File: src/rtl/hazard_detection_unit.sv
// hazard_detection_unit
//   Stall generator for a 5-stage RISC-V pipeline. A shadow copy of the destination-register
//   state of the EX and MEM stages is kept here. Each cycle the source registers of the ID-stage
//   instruction are compared against that shadow state. On a dependency the unit raises
//   is_hazard_o and holds the PC and the IF/ID register for that cycle. Stall cycles are counted
//   in a saturating performance counter.
//
//   Build option: define FORWARD_EN when the datapath has EX/MEM forwarding. Only load-use
//   dependencies, and ECALL reading x17 in ID, then cause a stall. Without FORWARD_EN, any
//   dependency on an instruction in EX or MEM stalls.
//
// Parameters
//   REG_ADDR_W    register index width
//   STALL_CNT_W   width of the stall-cycle counter
//
// Ports
//   clk_i          rising-edge clock
//   reset_i        asynchronous, active-high reset
//   id_inst_i      instruction currently held in IF/ID
//   id_valid_i     IF/ID holds a real instruction (0 = bubble)
//   flush_i        branch/jump redirect; the ID instruction is killed this cycle
//   is_hazard_o    stall request to the control unit
//   pc_write_o     0 = hold PC
//   ifid_write_o   0 = hold IF/ID register
//   stall_count_o  saturating count of cycles with is_hazard_o = 1

module hazard_detection_unit #(
  parameter int unsigned REG_ADDR_W  = 5,
  parameter int unsigned STALL_CNT_W = 32
) (
  input  logic                   clk_i,
  input  logic                   reset_i,
  input  logic [31:0]            id_inst_i,
  input  logic                   id_valid_i,
  input  logic                   flush_i,
  output logic                   is_hazard_o,
  output logic                   pc_write_o,
  output logic                   ifid_write_o,
  output logic [STALL_CNT_W-1:0] stall_count_o
);

  // RV32I major opcodes.
  localparam logic [6:0] OpLoad   = 7'b0000011;
  localparam logic [6:0] OpStore  = 7'b0100011;
  localparam logic [6:0] OpBranch = 7'b1100011;
  localparam logic [6:0] OpJal    = 7'b1101111;
  localparam logic [6:0] OpArith  = 7'b0110011;
  localparam logic [6:0] OpSystem = 7'b1110011;

  // ECALL takes its service number from a7 (x17), so x17 is a source for the halt check.
  localparam logic [REG_ADDR_W-1:0] EcallArgReg = REG_ADDR_W'(17);

  // ---------------------------------------------------------------------------------------------
  // ID-stage decode
  // ---------------------------------------------------------------------------------------------
  logic [6:0]            opcode;
  logic [REG_ADDR_W-1:0] rs1_field;
  logic [REG_ADDR_W-1:0] rs2_field;
  logic [REG_ADDR_W-1:0] rd_field;
  logic [REG_ADDR_W-1:0] src1;
  logic                  is_load;
  logic                  is_store;
  logic                  is_branch;
  logic                  is_jal;
  logic                  is_arith;
  logic                  is_ecall;
  logic                  uses_rs1;
  logic                  uses_rs2;
  logic                  writes_rd;

  always_comb begin
    opcode    = id_inst_i[6:0];
    rs1_field = REG_ADDR_W'(id_inst_i[19:15]);
    rs2_field = REG_ADDR_W'(id_inst_i[24:20]);
    rd_field  = REG_ADDR_W'(id_inst_i[11:7]);

    is_load   = (opcode == OpLoad);
    is_store  = (opcode == OpStore);
    is_branch = (opcode == OpBranch);
    is_jal    = (opcode == OpJal);
    is_arith  = (opcode == OpArith);
    is_ecall  = (opcode == OpSystem);

    src1      = is_ecall ? EcallArgReg : rs1_field;
    uses_rs1  = !is_jal;
    uses_rs2  = is_arith || is_store || is_branch;
    writes_rd = !(is_store || is_branch || is_ecall) && (rd_field != '0);
  end

  // Funct and immediate fields do not affect register dependencies.
  logic unused_inst_bits;
  assign unused_inst_bits = ^{id_inst_i[31:25], id_inst_i[14:12]};

  // ---------------------------------------------------------------------------------------------
  // Shadow EX/MEM destination state
  // ---------------------------------------------------------------------------------------------
  logic [REG_ADDR_W-1:0] ex_rd_q, ex_rd_d;
  logic                  ex_wr_q, ex_wr_d;
  logic                  ex_mem_read_q, ex_mem_read_d;
  logic [REG_ADDR_W-1:0] mem_rd_q, mem_rd_d;
  logic                  mem_wr_q, mem_wr_d;

  // ---------------------------------------------------------------------------------------------
  // Hazard detection
  // ---------------------------------------------------------------------------------------------
  logic src1_live;
  logic src2_live;
  logic match_ex;
  logic match_mem;
  logic hazard_cond;
  logic is_hazard;

  always_comb begin
    // x0 is hard-wired, so a read of x0 never depends on anything in flight.
    src1_live = uses_rs1 && (src1 != '0);
    src2_live = uses_rs2 && (rs2_field != '0);

    match_ex  = ex_wr_q && ((src1_live && (src1 == ex_rd_q)) ||
                            (src2_live && (rs2_field == ex_rd_q)));
    match_mem = mem_wr_q && ((src1_live && (src1 == mem_rd_q)) ||
                             (src2_live && (rs2_field == mem_rd_q)));
  end

`ifdef FORWARD_EN
  // Forwarding covers everything except a load still in EX and the ECALL check, which is
  // evaluated in ID where no forwarding path reaches.
  always_comb begin
    hazard_cond = (ex_mem_read_q && match_ex) || (is_ecall && (match_ex || match_mem));
  end
`else
  always_comb begin
    hazard_cond = match_ex || match_mem;
  end

  // The load flag is only consulted when forwarding is present.
  logic unused_ex_mem_read;
  assign unused_ex_mem_read = ex_mem_read_q;
`endif

  // A flush kills the ID instruction, so it can never be the cause of a stall.
  assign is_hazard    = id_valid_i && !flush_i && hazard_cond;
  assign is_hazard_o  = is_hazard;
  assign pc_write_o   = !is_hazard;
  assign ifid_write_o = !is_hazard;

  // ---------------------------------------------------------------------------------------------
  // Shadow pipeline advance
  // ---------------------------------------------------------------------------------------------
  logic insert_bubble;

  always_comb begin
    // A stall does not freeze EX/MEM: the held instruction stays in ID while a bubble moves on.
    insert_bubble = is_hazard || flush_i || !id_valid_i;

    ex_rd_d       = insert_bubble ? '0 : rd_field;
    ex_wr_d       = !insert_bubble && writes_rd;
    ex_mem_read_d = !insert_bubble && is_load;

    mem_rd_d      = ex_rd_q;
    mem_wr_d      = ex_wr_q;
  end

  always_ff @(posedge clk_i or posedge reset_i) begin
    if (reset_i) begin
      ex_rd_q       <= '0;
      ex_wr_q       <= 1'b0;
      ex_mem_read_q <= 1'b0;
      mem_rd_q      <= '0;
      mem_wr_q      <= 1'b0;
    end else begin
      ex_rd_q       <= ex_rd_d;
      ex_wr_q       <= ex_wr_d;
      ex_mem_read_q <= ex_mem_read_d;
      mem_rd_q      <= mem_rd_d;
      mem_wr_q      <= mem_wr_d;
    end
  end

  // ---------------------------------------------------------------------------------------------
  // Stall-cycle performance counter (saturating)
  // ---------------------------------------------------------------------------------------------
  logic [STALL_CNT_W-1:0] stall_cnt_q, stall_cnt_d;

  always_comb begin
    stall_cnt_d = stall_cnt_q;
    if (is_hazard && (stall_cnt_q != '1)) begin
      stall_cnt_d = stall_cnt_q + STALL_CNT_W'(1);
    end
  end

  always_ff @(posedge clk_i or posedge reset_i) begin
    if (reset_i) begin
      stall_cnt_q <= '0;
    end else begin
      stall_cnt_q <= stall_cnt_d;
    end
  end

  assign stall_count_o = stall_cnt_q;

endmodule

File: config.mk
export PLATFORM = sky130hd
export DESIGN_NAME = hazard_detection_unit
export DESIGN_NICKNAME = d
export VERILOG_FILES = /design/src/rtl/hazard_detection_unit.sv
export SDC_FILE = /design/constraint.sdc
export NUM_CORES = 1
export LEC_CHECK = 0
export BUFFER_PORTS_ARGS = -buffer_cell sky130_fd_sc_hd__buf_2
export CORE_UTILIZATION = 50
export DETAILED_ROUTE_END_ITERATION = 6
export PLACE_DENSITY = 0.79
export SKIP_CTS_REPAIR_TIMING = 1
export SLEW_MARGIN = 0
export SYNTH_ARGS = -nofsm -noshare
export SYNTH_HDL_FRONTEND = slang
export SYNTH_SLANG_ARGS = --single-unit
File: constraint.sdc
create_clock -name clk_i -period 3.95 [get_ports clk_i]
set_input_delay 0.9875 -clock clk_i [delete_from_list [all_inputs] [get_ports clk_i]]
set_output_delay 0.9875 -clock clk_i [all_outputs]
set_load 0.1 [all_outputs]
## Yosys cells after proc, flatten, opt, wreduce, memory -nomap -nowiden

Index checks and enable logic that the tools add are counted.

| word-level totals | value |
|---|---|
| register bits | 44 |
| input port bits | 36 |

| operators by class | value |
|---|---|
| add/subtract/negate cells | 1 |
| multiplexer cells | 2 |
| reduce and logical (&&, ||, !) cells | 31 |
| equal/unequal tests | 10 |

Operators with widths:

| operator | count |
|---|---|
| 32-bit by 1-bit adder with 32-bit output (second input constant) | 1 |
| 32-bit != test (second input constant) | 1 |
| 7-bit == test (second input constant) | 3 |
| 5-bit == test | 4 |
| 5-bit nonzero test | 3 |
| 7-bit by 6-bit == test with 1-bit output (second input constant) | 2 |
| 1-bit logical AND | 13 |
| 5-bit two-way mux | 2 |
| 1-bit logical OR | 9 |
| 1-bit zero test | 6 |

## Longest topological paths before layout

Gate-level depths: netlist of the first run.

| logic depth | value |
|---|---|
| depth in word-level cells | 13 |
| depth in mapped cells | 8 |

## Worst setup path after synthesis of the first run

OpenSTA, ideal clock, no wires.

| timing path | value |
|---|---|
| kind | input port to output port |
| start | input id_inst_i[2] |
| end | output is_hazard_o |
| arrival time | 3.386 ns |
| data required time | 2.963 ns |
| slack | -0.424 ns |
| stages on the path | 7 |
| cell sequence | and4bb_4 a21oi_1 o31ai_1 a2111oi_2 a311oi_2 buf_2 inv_1 |

| on the way | value |
|---|---|
| cells in the longest elaborated chain, start to end | 9 |

RTL lines:

| element | RTL line | text |
|---|---|---|
| start, declared | 33 | `input logic [31:0] id_inst_i,` |
| 7-bit == test, or another cell as far along | 82 | `is_ecall = (opcode == OpSystem);` |
| 5-bit two-way mux or 1-bit logical OR (tied branches) | 84, 86 |  |
| 5-bit nonzero test or 1-bit logical OR (tied branches) | 115, 86 |  |
| 1-bit logical AND, on equally long branches | 115, 116 |  |
| 1-bit logical AND, on equally long branches | - |  |
| 1-bit logical OR, on equally long branches | 118, 120 |  |
| 1-bit logical AND, on equally long branches | 118, 120 |  |
| 1-bit logical OR (*) | 132 | `hazard_cond = match_ex \|\| match_mem;` |
| 1-bit logical AND (*) | 141 | `assign is_hazard = id_valid_i && !flush_i && hazard_cond;` |
| end, declared | 36 | `output logic is_hazard_o,` |

Every way passes the cells marked *; elsewhere a longest branch is shown, timed or not.

## Worst setup path after layout of the first run

| timing path | value |
|---|---|
| start | input id_inst_i[2] |
| end | output ifid_write_o |

| on the way | value |
|---|---|
| cells in the longest elaborated chain, start to end | 10 |

RTL lines:

| element | RTL line | text |
|---|---|---|
| 7-bit == test, or another cell as far along | 82 |  |
| 5-bit two-way mux or 1-bit logical OR (tied branches) | 84, 86 |  |
| 5-bit nonzero test or 1-bit logical OR (tied branches) | 115, 86 |  |
| 1-bit logical AND, on equally long branches | 115, 116 |  |
| 1-bit logical AND, on equally long branches | - |  |
| 1-bit logical OR, on equally long branches | 118, 120 |  |
| 1-bit logical AND, on equally long branches | 118, 120 |  |
| 1-bit logical OR (*) | 132 |  |
| 1-bit logical AND (*) | 141 |  |
| 1-bit zero test (*) | 144 | `assign ifid_write_o = !is_hazard;` |
| end, declared | 38 | `output logic ifid_write_o,` |

Marked as above.

==> results.md, run 1 <==
- Yosys warns: 0
- P&R area growth vs syn: 21.2%
- CP required: 2.96 ns
- Avg Inst Size Synth: 9.85 µm²
- Largest net degree at the start of global routing: 45
- Initial antenna violation count: 0
- Ys flop type: dfrtp_1
- Setup CP Type: in2out
- Clk slew on worst S/H paths: 0.07 ns
- WL/cell: 14.7 µm
- Pwr Total: 925 µW
- Number of max-capacitance violations reported: 0
- Hold crit path type: reg2reg
- Setup slack after layout: 0.163 ns
- P_int: 678 µW
- Final setup fails: 0
- Detailed Place HPWL: 4040 µm
- Post-Syn Area: 0.00250 mm²
- Initial cell density of the core: 52.6%
- CTS root buffer: clkbuf_8
- Status: complete, no violations
- Commonest non-fill, non-tap cell in the layout: buf_2
- Flops & latches, synth: 44
- Core Box Area: 0.00475 mm²
- DR vias/cell: 5.71
- Final RePlAce weighted congestion: 0.857
- Ant. Diodes: 0
- Fillers: 420
- Clock share of power: 35.5%
- Gate Count Post-Synth: 254
- RSZ-0062 raised after global routing: false
- Area of the die: 0.00529 mm²
- Pre-CTS setup slack: 0.169 ns
- H-Tree Depth: 2
- Post-synth ARST share: 100%
- Sequential power share: 51.4%
- Unique masters post-synth: 44
- Final min period: 3.79 ns
- Skew final: 0.00715 ns
- Clk sink count: 44
- Final wirelength: 5630 µm
- Switch Pwr: 246 µW
- Vias in the first global route: 2020
- Gr usage total: 23.2%
- Post-Syn Nets: 291
- Chip Height: 72.7 µm
- Final ANT Viol Nets: 0
- Clock tree buffer depth: 2
- Combinational power share: 13.0%
- Sequential share of the synthesized area: 44.0%
- CTS buffer count: 5
- DRC errors left: 0
- Max_slew headroom: 55.2%
- Layout cells sized above 1: 24.7%
- CTS tree: done
- Net count, final: 354
- Max Fanout on Critical Path: 5
- Clk_lat worst skew: 0.30 ns
- Slew @ Worst Pin: 0.666 ns
- Leakage: 1.57 nW
- Power per Cell Area: 305 mW/mm²
- Die W: 72.7 µm
- Drt first pass iters: 4
- Final count of hold timing violations: 0
- Post-synth EDFFs: 0
- Fin crit share: 95.9%
- Max VDD drop: 0.000230 V
- Pins Over Slew Limit: 0
- Commonest non-fill, non-tap cells in the layout: 57 x buf_2, 44 x dfrtp_1, 39 x xor2_1, 21 x nand2_1, 15 x and3_1
- Number of I/O pins: 71
- First-pass GRT wire length: 9330 µm
- Final hold slack: 0.443 ns
- Critical Path AT: 2.80 ns
- Crit path capture type: primary output
- Switching part of the total: 26.6%
- Crit start category: input pin
- Non-Filler Instances: 383
- DR iter-0 viols: 166
- Buffers on Ports: 60
- Peak Freq: 264 MHz
- Row count: 25
- Via count: 2187
- Grt ovf: 0
- Total placed cells including tap cells: 377
## layer usage
layer	vias to the layer above	part of all wire [%]	global-route usage, %	routed length, µm
met2	74	46	36.3	2600
met1	1056	45	31.4	2530
met5	-	0	0	0
li1	1051	-	-	-
met3	6	7.7	6.63	432
met4	0	1.2	6.75	65
## metrics by stage
stage / utilization [%] / TNS (ns) / cell area [µm²]
4_1_cts: 63.8 / 0 / 3030
6_report: 63.8 / 0 / 3030
2_1_floorplan: - / -0.00643 / 2520
5_1_grt: 63.8 / 0 / 3030
3_5_place_dp: 61.7 / 0 / 2930
3_3_place_gp: 61.7 / 0 / 2930
## sequential cells by signal, summed over array words and instances (netlist names)
register,count
ex_wr_q,1
stall_count_o,32
mem_rd_q,5
ex_rd_q,5
mem_wr_q,1
## Yosys cell counts, types with 2 or more instances
master,n,share of area [%]
nand2_1,21,3.2
a21oi_1,9,1.8
dfrtp_1,44,44
nor4bb_1,2,0.80
nor3_1,13,2.6
nand3_1,12,2.4
nor4b_1,2,0.70
and2_1,3,0.75
nand2b_1,3,0.75
nand4_1,7,1.8
a211oi_1,2,0.60
a211o_1,2,0.70
and3_1,15,3.8
o21ai_0,2,0.40
nor2_1,13,2.0
xor2_1,39,14
clkbuf_1,3,0.45
inv_1,6,0.90
xnor2_1,7,2.5
buf_2,2,0.40
and4_1,10,3.5
a31oi_1,2,0.50
nor4_1,14,3.5
## cell type report
class / count / area (µm²) / area share, %
sequential: 44 / 1100 / 36.3
clock buffer: 5 / 68.8 / 2.27
multi-input combinational: 197 / 1350 / 44.7
tap: 67 / 83.8 / 2.77
timing repair buffer: 63 / 368 / 12.1
inverter: 6 / 26.3 / 0.867
clock inverter: 1 / 30.0 / 0.991
## power by group through the flow
| stage | sequential (mW) | clock, mW | combinational, mW |
|---|---|---|---|
| 6_report | 0.475 | 0.329 | 0.120 |
| 2_1_floorplan | 0.521 | 0 | 0.0435 |
| 3_5_place_dp | 0.484 | 0 | 0.120 |
| 4_1_cts | 0.475 | 0.338 | 0.121 |
| 5_1_grt | 0.477 | 0.355 | 0.130 |
| 3_3_place_gp | 0.484 | 0 | 0.118 |
## worst paths after layout
| kind | startpoint | endpoint | slack, ns | cells after the start |
|---|---|---|---|---|
| setup / recovery | id_inst_i[2] | ifid_write_o | 0.16 | 8 |
| hold / removal | ex_rd_q[2] | mem_rd_q[2] | 0.44 | 0 |
| setup reg to reg | ex_rd_q[3] | stall_count_o[11] | 1.35 | 8 |
| hold reg to reg | ex_rd_q[2] | mem_rd_q[2] | 0.44 | 0 |
| max in group asynchronous | reset_i | stall_count_o[19] | 2.75 | 3 |
| min in group asynchronous | reset_i | ex_rd_q[1] | 0.81 | 3 |
## logic make-up (layout without fill, tap and decap cells)
kind of cell	Yosys count	in the layout	share of synthesized area [%]
and+or+nand+nor	122	122	28.3
xor gates and xnor gates	46	46	16.1
DFF	44	44	44.0
AOI/OAI and AO/OA	25	25	7.10
buffers and inverters	13	75	2.50
muxes	3	3	1.45
adders and majority gates	1	1	0.500
## critical path, cell delays in order
cell and delay [ns]:
buf_2 0.10, and4bb_4 0.25, a21oi_1 0.25, mux2_4 0.35, a2111oi_2 0.40, a311oi_4 0.09, buf_4 0.21, buf_12 0.17
No activity file was read; power rests on OpenSTA's default activity.
==> run 2: changes to the inputs <==
==> constraint.sdc (replaced) <==
create_clock -name clk_i -period 3.95 [get_ports clk_i]
set_input_delay 0.79 -clock clk_i [delete_from_list [all_inputs] [get_ports clk_i]]
set_output_delay 0.79 -clock clk_i [all_outputs]
set_load 0.1 [all_outputs]
==> results.md, run 2 (synthesis gave the netlist of run 1 again) <==
- Non-Filler Instances: 385 (was 383)
- Setup CP Type: in2out (unchanged)
- Final min period: 3.55 ns (was 3.79 ns)
- CTS tree: done (unchanged)
- Max Fanout on Critical Path: 5 (unchanged)
- Status: complete, no violations (unchanged)
- Number of max-capacitance violations reported: 0 (unchanged)
- Drt first pass iters: 4 (unchanged)
- Crit start category: input pin (unchanged)
- Initial cell density of the core: 52.6% (unchanged)
- H-Tree Depth: 2 (unchanged)
- Number of I/O pins: 71 (unchanged)
- Critical Path AT: 2.76 ns (was 2.80 ns)
- WL/cell: 14.4 µm (was 14.7 µm)
- Die W: 72.7 µm (unchanged)
- Max_slew headroom: 42.7% (was 55.2%)
- Clk slew on worst S/H paths: 0.08 ns (was 0.07 ns)
- Post-route cell area: 0.00301 mm² (was 0.00303 mm²)
- CTS buffer count: 5 (unchanged)
- Clk_lat worst skew: 0.29 ns (was 0.30 ns)
- Max reg flops: 32 (unchanged)
- DRC errors left: 0 (unchanged)
- Largest net degree at the start of global routing: 28 (was 45)
- Final setup fails: 0 (unchanged)
- Commonest non-fill, non-tap cells in the layout: 58 x buf_2, 44 x dfrtp_1, 39 x xor2_1, 21 x nand2_1, 15 x and3_1 (was 57 x buf_2, 44 x dfrtp_1, 39 x xor2_1, 21 x nand2_1, 15 x and3_1)
- Final RePlAce weighted congestion: 0.811 (was 0.857)
- CP required: 3.16 ns (was 2.96 ns)
- Initial antenna violation count: 0 (unchanged)
- First-pass GRT wire length: 9200 µm (was 9330 µm)
- Ant. Diodes: 0 (unchanged)
- Peak Freq: 281 MHz (was 264 MHz)
- Buffers on Ports: 60 (unchanged)
- Row count: 25 (unchanged)
- Net count, final: 354 (unchanged)
- RSZ-0062 raised after global routing: false (unchanged)
- Via count: 2128 (was 2187)
- Vias in the first global route: 1950 (was 2020)
- Total negative slack: 0 ns (unchanged)
- Chip Height: 72.7 µm (unchanged)
- Detailed Place HPWL: 4150 µm (was 4040 µm)
- DR vias/cell: 5.53 (was 5.71)
- Clock tree buffer depth: 2 (unchanged)
- Layout cells sized above 1: 24.8% (was 24.7%)
- DR iter-0 viols: 112 (was 166)
- Fin util: 63.3% (was 63.8%)
- Final count of hold timing violations: 0 (unchanged)
- DP Area: 0.00291 mm² (was 0.00293 mm²)
- Slew @ Worst Pin: 0.858 ns (was 0.666 ns)
- P&R area growth vs syn: 20.4% (was 21.2%)
- Pwr Total: 890 µW (was 925 µW)
- Skew final: 0.00788 ns (was 0.00715 ns)
- Max VDD drop: 0.000210 V (was 0.000230 V)
- Hold crit path type: reg2reg (unchanged)
- Grt ovf: 0 (unchanged)
- Crit path capture type: primary output (unchanged)
- Final ANT Viol Nets: 0 (unchanged)
- Core Box Area: 0.00475 mm² (unchanged)
- Fin crit share: 90.0% (was 95.9%)
- Total placed cells including tap cells: 377 (unchanged)
- CTS root buffer: clkbuf_8 (unchanged)
- Clk sink count: 44 (unchanged)
- Pins Over Slew Limit: 0 (unchanged)
- Leakage: 1.57 nW (about the same)
- Commonest non-fill, non-tap cell in the layout: buf_2 (unchanged)
- Gr usage total: 22.8% (was 23.2%)
- Area of the die: 0.00529 mm² (unchanged)
- Final wirelength: 5560 µm (was 5630 µm)
- Power per Cell Area: 296 mW/mm² (was 305 mW/mm²)
==> run 2: cell types whose count changed in the layout (fill, tap and decap cells not counted), sizes merged <==
cell      before  now
bufinv         1    0
inv            4    5
clkbuf         5    6
clkinvlp       1    3
clkinv         1    0
==> run 2: worst paths after layout <==
check | startpoint | to | slack [ns] | depth (start not counted)
worst max-delay path | id_inst_i[2] | is_hazard_o | 0.40 | 8
max in group asynchronous | reset_i | stall_count_o[23] | 2.49 | 3
min in group asynchronous | reset_i | mem_rd_q[1] | 0.66 | 2
worst min-delay path | ex_wr_q | mem_wr_q | 0.42 | 0
worst min register to register | ex_wr_q | mem_wr_q | 0.42 | 0
worst max register to register | mem_rd_q[2] | stall_count_o[1] | 1.32 | 8
==> run 2: stage by stage <==
stage,hold WS (ns),setup WS [ns]
CTS,0.410,0.387
detailed placement,0.397,0.390
global placement,0.393,0.411
floorplan,0.366,0.169
global route,0.418,0.322
finish,0.417,0.396
==> run 2: cell type report <==
| class | count | area (µm²) |
|---|---|---|
| Clock buffer | 6 | 82.6 |
| Clock inverter | 2 | 15.0 |
| Fill cell | 434 | 1740 |
| Inverter | 6 | 26.3 |
| Multi-Input combinational cell | 197 | 1350 |
| Sequential cell | 44 | 1100 |
| Tap cell | 67 | 83.8 |
| Timing Repair Buffer | 63 | 353 |
==> run 2: critical path, stage by stage <==
cell	delay [ns]
buf_2	0.11
and4bb_4	0.37
a21oi_2	0.07
o32a_1	0.32
a2111oi_2	0.46
a311oi_4	0.12
clkinvlp_4	0.10
buf_2	0.41
==> run 2: per-layer routing <==
layer | routed length (µm) | vias up | global-route usage, %
met1 | 2660 | 1020 | 31.0
met2 | 2650 | 49 | 37.1
li1 | - | 1051 | -
met5 | 0 | - | 0
met4 | 71 | 0 | 8.06
met3 | 183 | 8 | 4.01
==> run 2: power breakdown <==
part | total (mW) | internal, mW | switching [mW]
logic | 0.121 | 0.0359 | 0.0847
clock network | 0.293 | 0.142 | 0.152
registers | 0.476 | 0.461 | 0.0150
total | 0.890 | 0.638 | 0.251
==> run 3: changes to the inputs <==
- SETUP_SLACK_MARGIN: default -> 0.5
==> results.md, run 3 (synthesis gave the netlist of run 1 again) <==
- Critical Path AT: 2.60 ns (was 2.76 ns)
- Final min period: 3.39 ns (was 3.55 ns)
- Worst hold path startpoint: ex_wr_q (unchanged)
- Crit path launch: id_inst_i[3] (was id_inst_i[2])
- Area of the die: 0.00529 mm² (unchanged)
- Hold path endpoint: mem_wr_q (unchanged)
- Power per Cell Area: 291 mW/mm² (was 296 mW/mm²)
- Crit start category: input pin (unchanged)
- Clk_lat worst skew: 0.30 ns (was 0.29 ns)
- CP required: 3.16 ns (about the same)
- Hold crit path type: reg2reg (unchanged)
- Grt ovf: 0 (unchanged)
- Clock tree buffer depth: 2 (unchanged)
- Status: complete, no violations (unchanged)
- CTS tree: done (unchanged)
- Pwr Total: 896 µW (was 890 µW)
- DP Area: 0.00292 mm² (was 0.00291 mm²)
- Setup CP Type: in2out (unchanged)
- Reg2Reg Launch Point: ex_rd_q[3] (was mem_rd_q[2])
- Via count: 2199 (was 2128)
- Skew final: 0.0105 ns (was 0.00788 ns)
- Layout cells sized above 1: 26.5% (was 24.8%)
- Max reg flops: 32 (unchanged)
- Fin crit share: 85.8% (was 90.0%)
- R2R Path End: stall_count_o[31] (was stall_count_o[1])
- Detailed Place HPWL: 4110 µm (was 4150 µm)
- DR iter-0 viols: 138 (was 112)
- CTS buffer count: 5 (unchanged)
- Leakage: 1.58 nW (was 1.57 nW)
- Ant. Diodes: 0 (unchanged)
- Non-Filler Instances: 388 (was 385)
- Flop-to-flop setup slack: 1.33 ns (was 1.32 ns)
- Final setup fails: 0 (unchanged)
- Max Fanout on Critical Path: 8 (was 5)
- DR vias/cell: 5.67 (was 5.53)
- Total negative slack: 0 ns (unchanged)
- Final RePlAce weighted congestion: 0.869 (was 0.811)
- CTS root buffer: clkbuf_8 (unchanged)
- Post-route cell area: 0.00308 mm² (was 0.00301 mm²)
- Commonest non-fill, non-tap cell in the layout: buf_2 (unchanged)
- Pins Over Slew Limit: 0 (unchanged)
- Net count, final: 357 (was 354)
- Fillers: 403 (was 434)
- Initial cell density of the core: 52.6% (unchanged)
- WL met3: 381 µm (was 183 µm)
- Initial antenna violation count: 0 (unchanged)
- Fin util: 64.8% (was 63.3%)
- Slew @ Worst Pin: 0.685 ns (was 0.858 ns)
- Max_slew headroom: 53.9% (was 42.7%)
- Total placed cells including tap cells: 377 (unchanged)
- Gr usage total: 23.6% (was 22.8%)
- Final wirelength: 5800 µm (was 5560 µm)
- Number of max-capacitance violations reported: 0 (unchanged)
- Chip Height: 72.7 µm (unchanged)
- Row count: 25 (unchanged)
- Total length of routed met2 wires: 2720 µm (was 2650 µm)
- Final ANT Viol Nets: 0 (unchanged)
- Max VDD drop: 0.000160 V (was 0.000210 V)
- Number of I/O pins: 71 (unchanged)
- Wire length on met1: 2670 µm (was 2660 µm)
- P&R area growth vs syn: 23.1% (was 20.4%)
- Crit path capture type: primary output (unchanged)
- FF-to-FF path depth: 9 (was 8)
- DRC errors left: 0 (unchanged)
- RSZ-0062 raised after global routing: false (unchanged)
- H-Tree Depth: 2 (unchanged)
- Buffers on Ports: 60 (unchanged)
- Clk sink count: 44 (unchanged)
- Final count of hold timing violations: 0 (unchanged)
- Die W: 72.7 µm (unchanged)
- WL/cell: 14.9 µm (was 14.4 µm)
- Largest net degree at the start of global routing: 45 (was 28)
- Clk slew on worst S/H paths: 0.08 ns (about the same)
- Peak Freq: 295 MHz (was 281 MHz)
- First-pass GRT wire length: 9530 µm (was 9200 µm)
- Commonest non-fill, non-tap cells in the layout: 57 x buf_2, 44 x dfrtp_1, 39 x xor2_1, 21 x nand2_1, 15 x and3_1 (was 58 x buf_2, 44 x dfrtp_1, 39 x xor2_1, 21 x nand2_1, 15 x and3_1)
- Drt first pass iters: 5 (was 4)
- Hold path depth: 0 (unchanged)
- Top sig layer: met4 (unchanged)
- Vias in the first global route: 2067 (was 1950)
- Core Box Area: 0.00475 mm² (unchanged)
==> run 3: metrics by stage <==
stage	worst slack (ns)	hold slack, ns
6_report	0.561	0.447
5_1_grt	0.503	0.449
4_1_cts	0.427	0.440
3_5_place_dp	0.428	0.411
3_3_place_gp	0.443	0.416
2_1_floorplan	0.389	0.366
==> run 3: worst max-delay path: stages <==
cell and delay [ns]:
buf_2 0.11, and4bb_4 0.39, a21oi_2 0.09, o31ai_4 0.29
a2111oi_4 0.12, a311oi_4 0.41, buf_6 0.21, buf_12 0.18
==> run 3: worst max-delay path by stage <==
stage	cells past startpoint	to	slack, ns
after floorplan	7	is_hazard_o	0.39
after global placement	8	is_hazard_o	0.44
after detailed placement	8	is_hazard_o	0.43
after CTS	8	is_hazard_o	0.43
after global routing	8	ifid_write_o	0.50
final	8	ifid_write_o	0.56
==> run 3: routing by layer <==
layer / up-vias / global-route usage (%)
met5: - / 0
li1: 1053 / -
met1: 1070 / 31.9
met3: 2 / 6.49
met4: 0 / 6.32
met2: 74 / 37.5
==> run 3: power breakdown <==
part / switching [mW] / internal, mW
Clock: 0.154 / 0.142
Sequential: 0.0151 / 0.461
Combinational: 0.0873 / 0.0368
==> run 3: layout make-up <==
type,instances,area [µm²],area share (%)
well taps,67,83.8,2.72
clock buffers,7,86.3,2.80
repair buffers,66,385,12.5
flip-flops and latches,44,1100,35.8
clock inverters,1,7.51,0.244
inverters,6,26.3,0.853
multi-input cells,197,1390,45.1
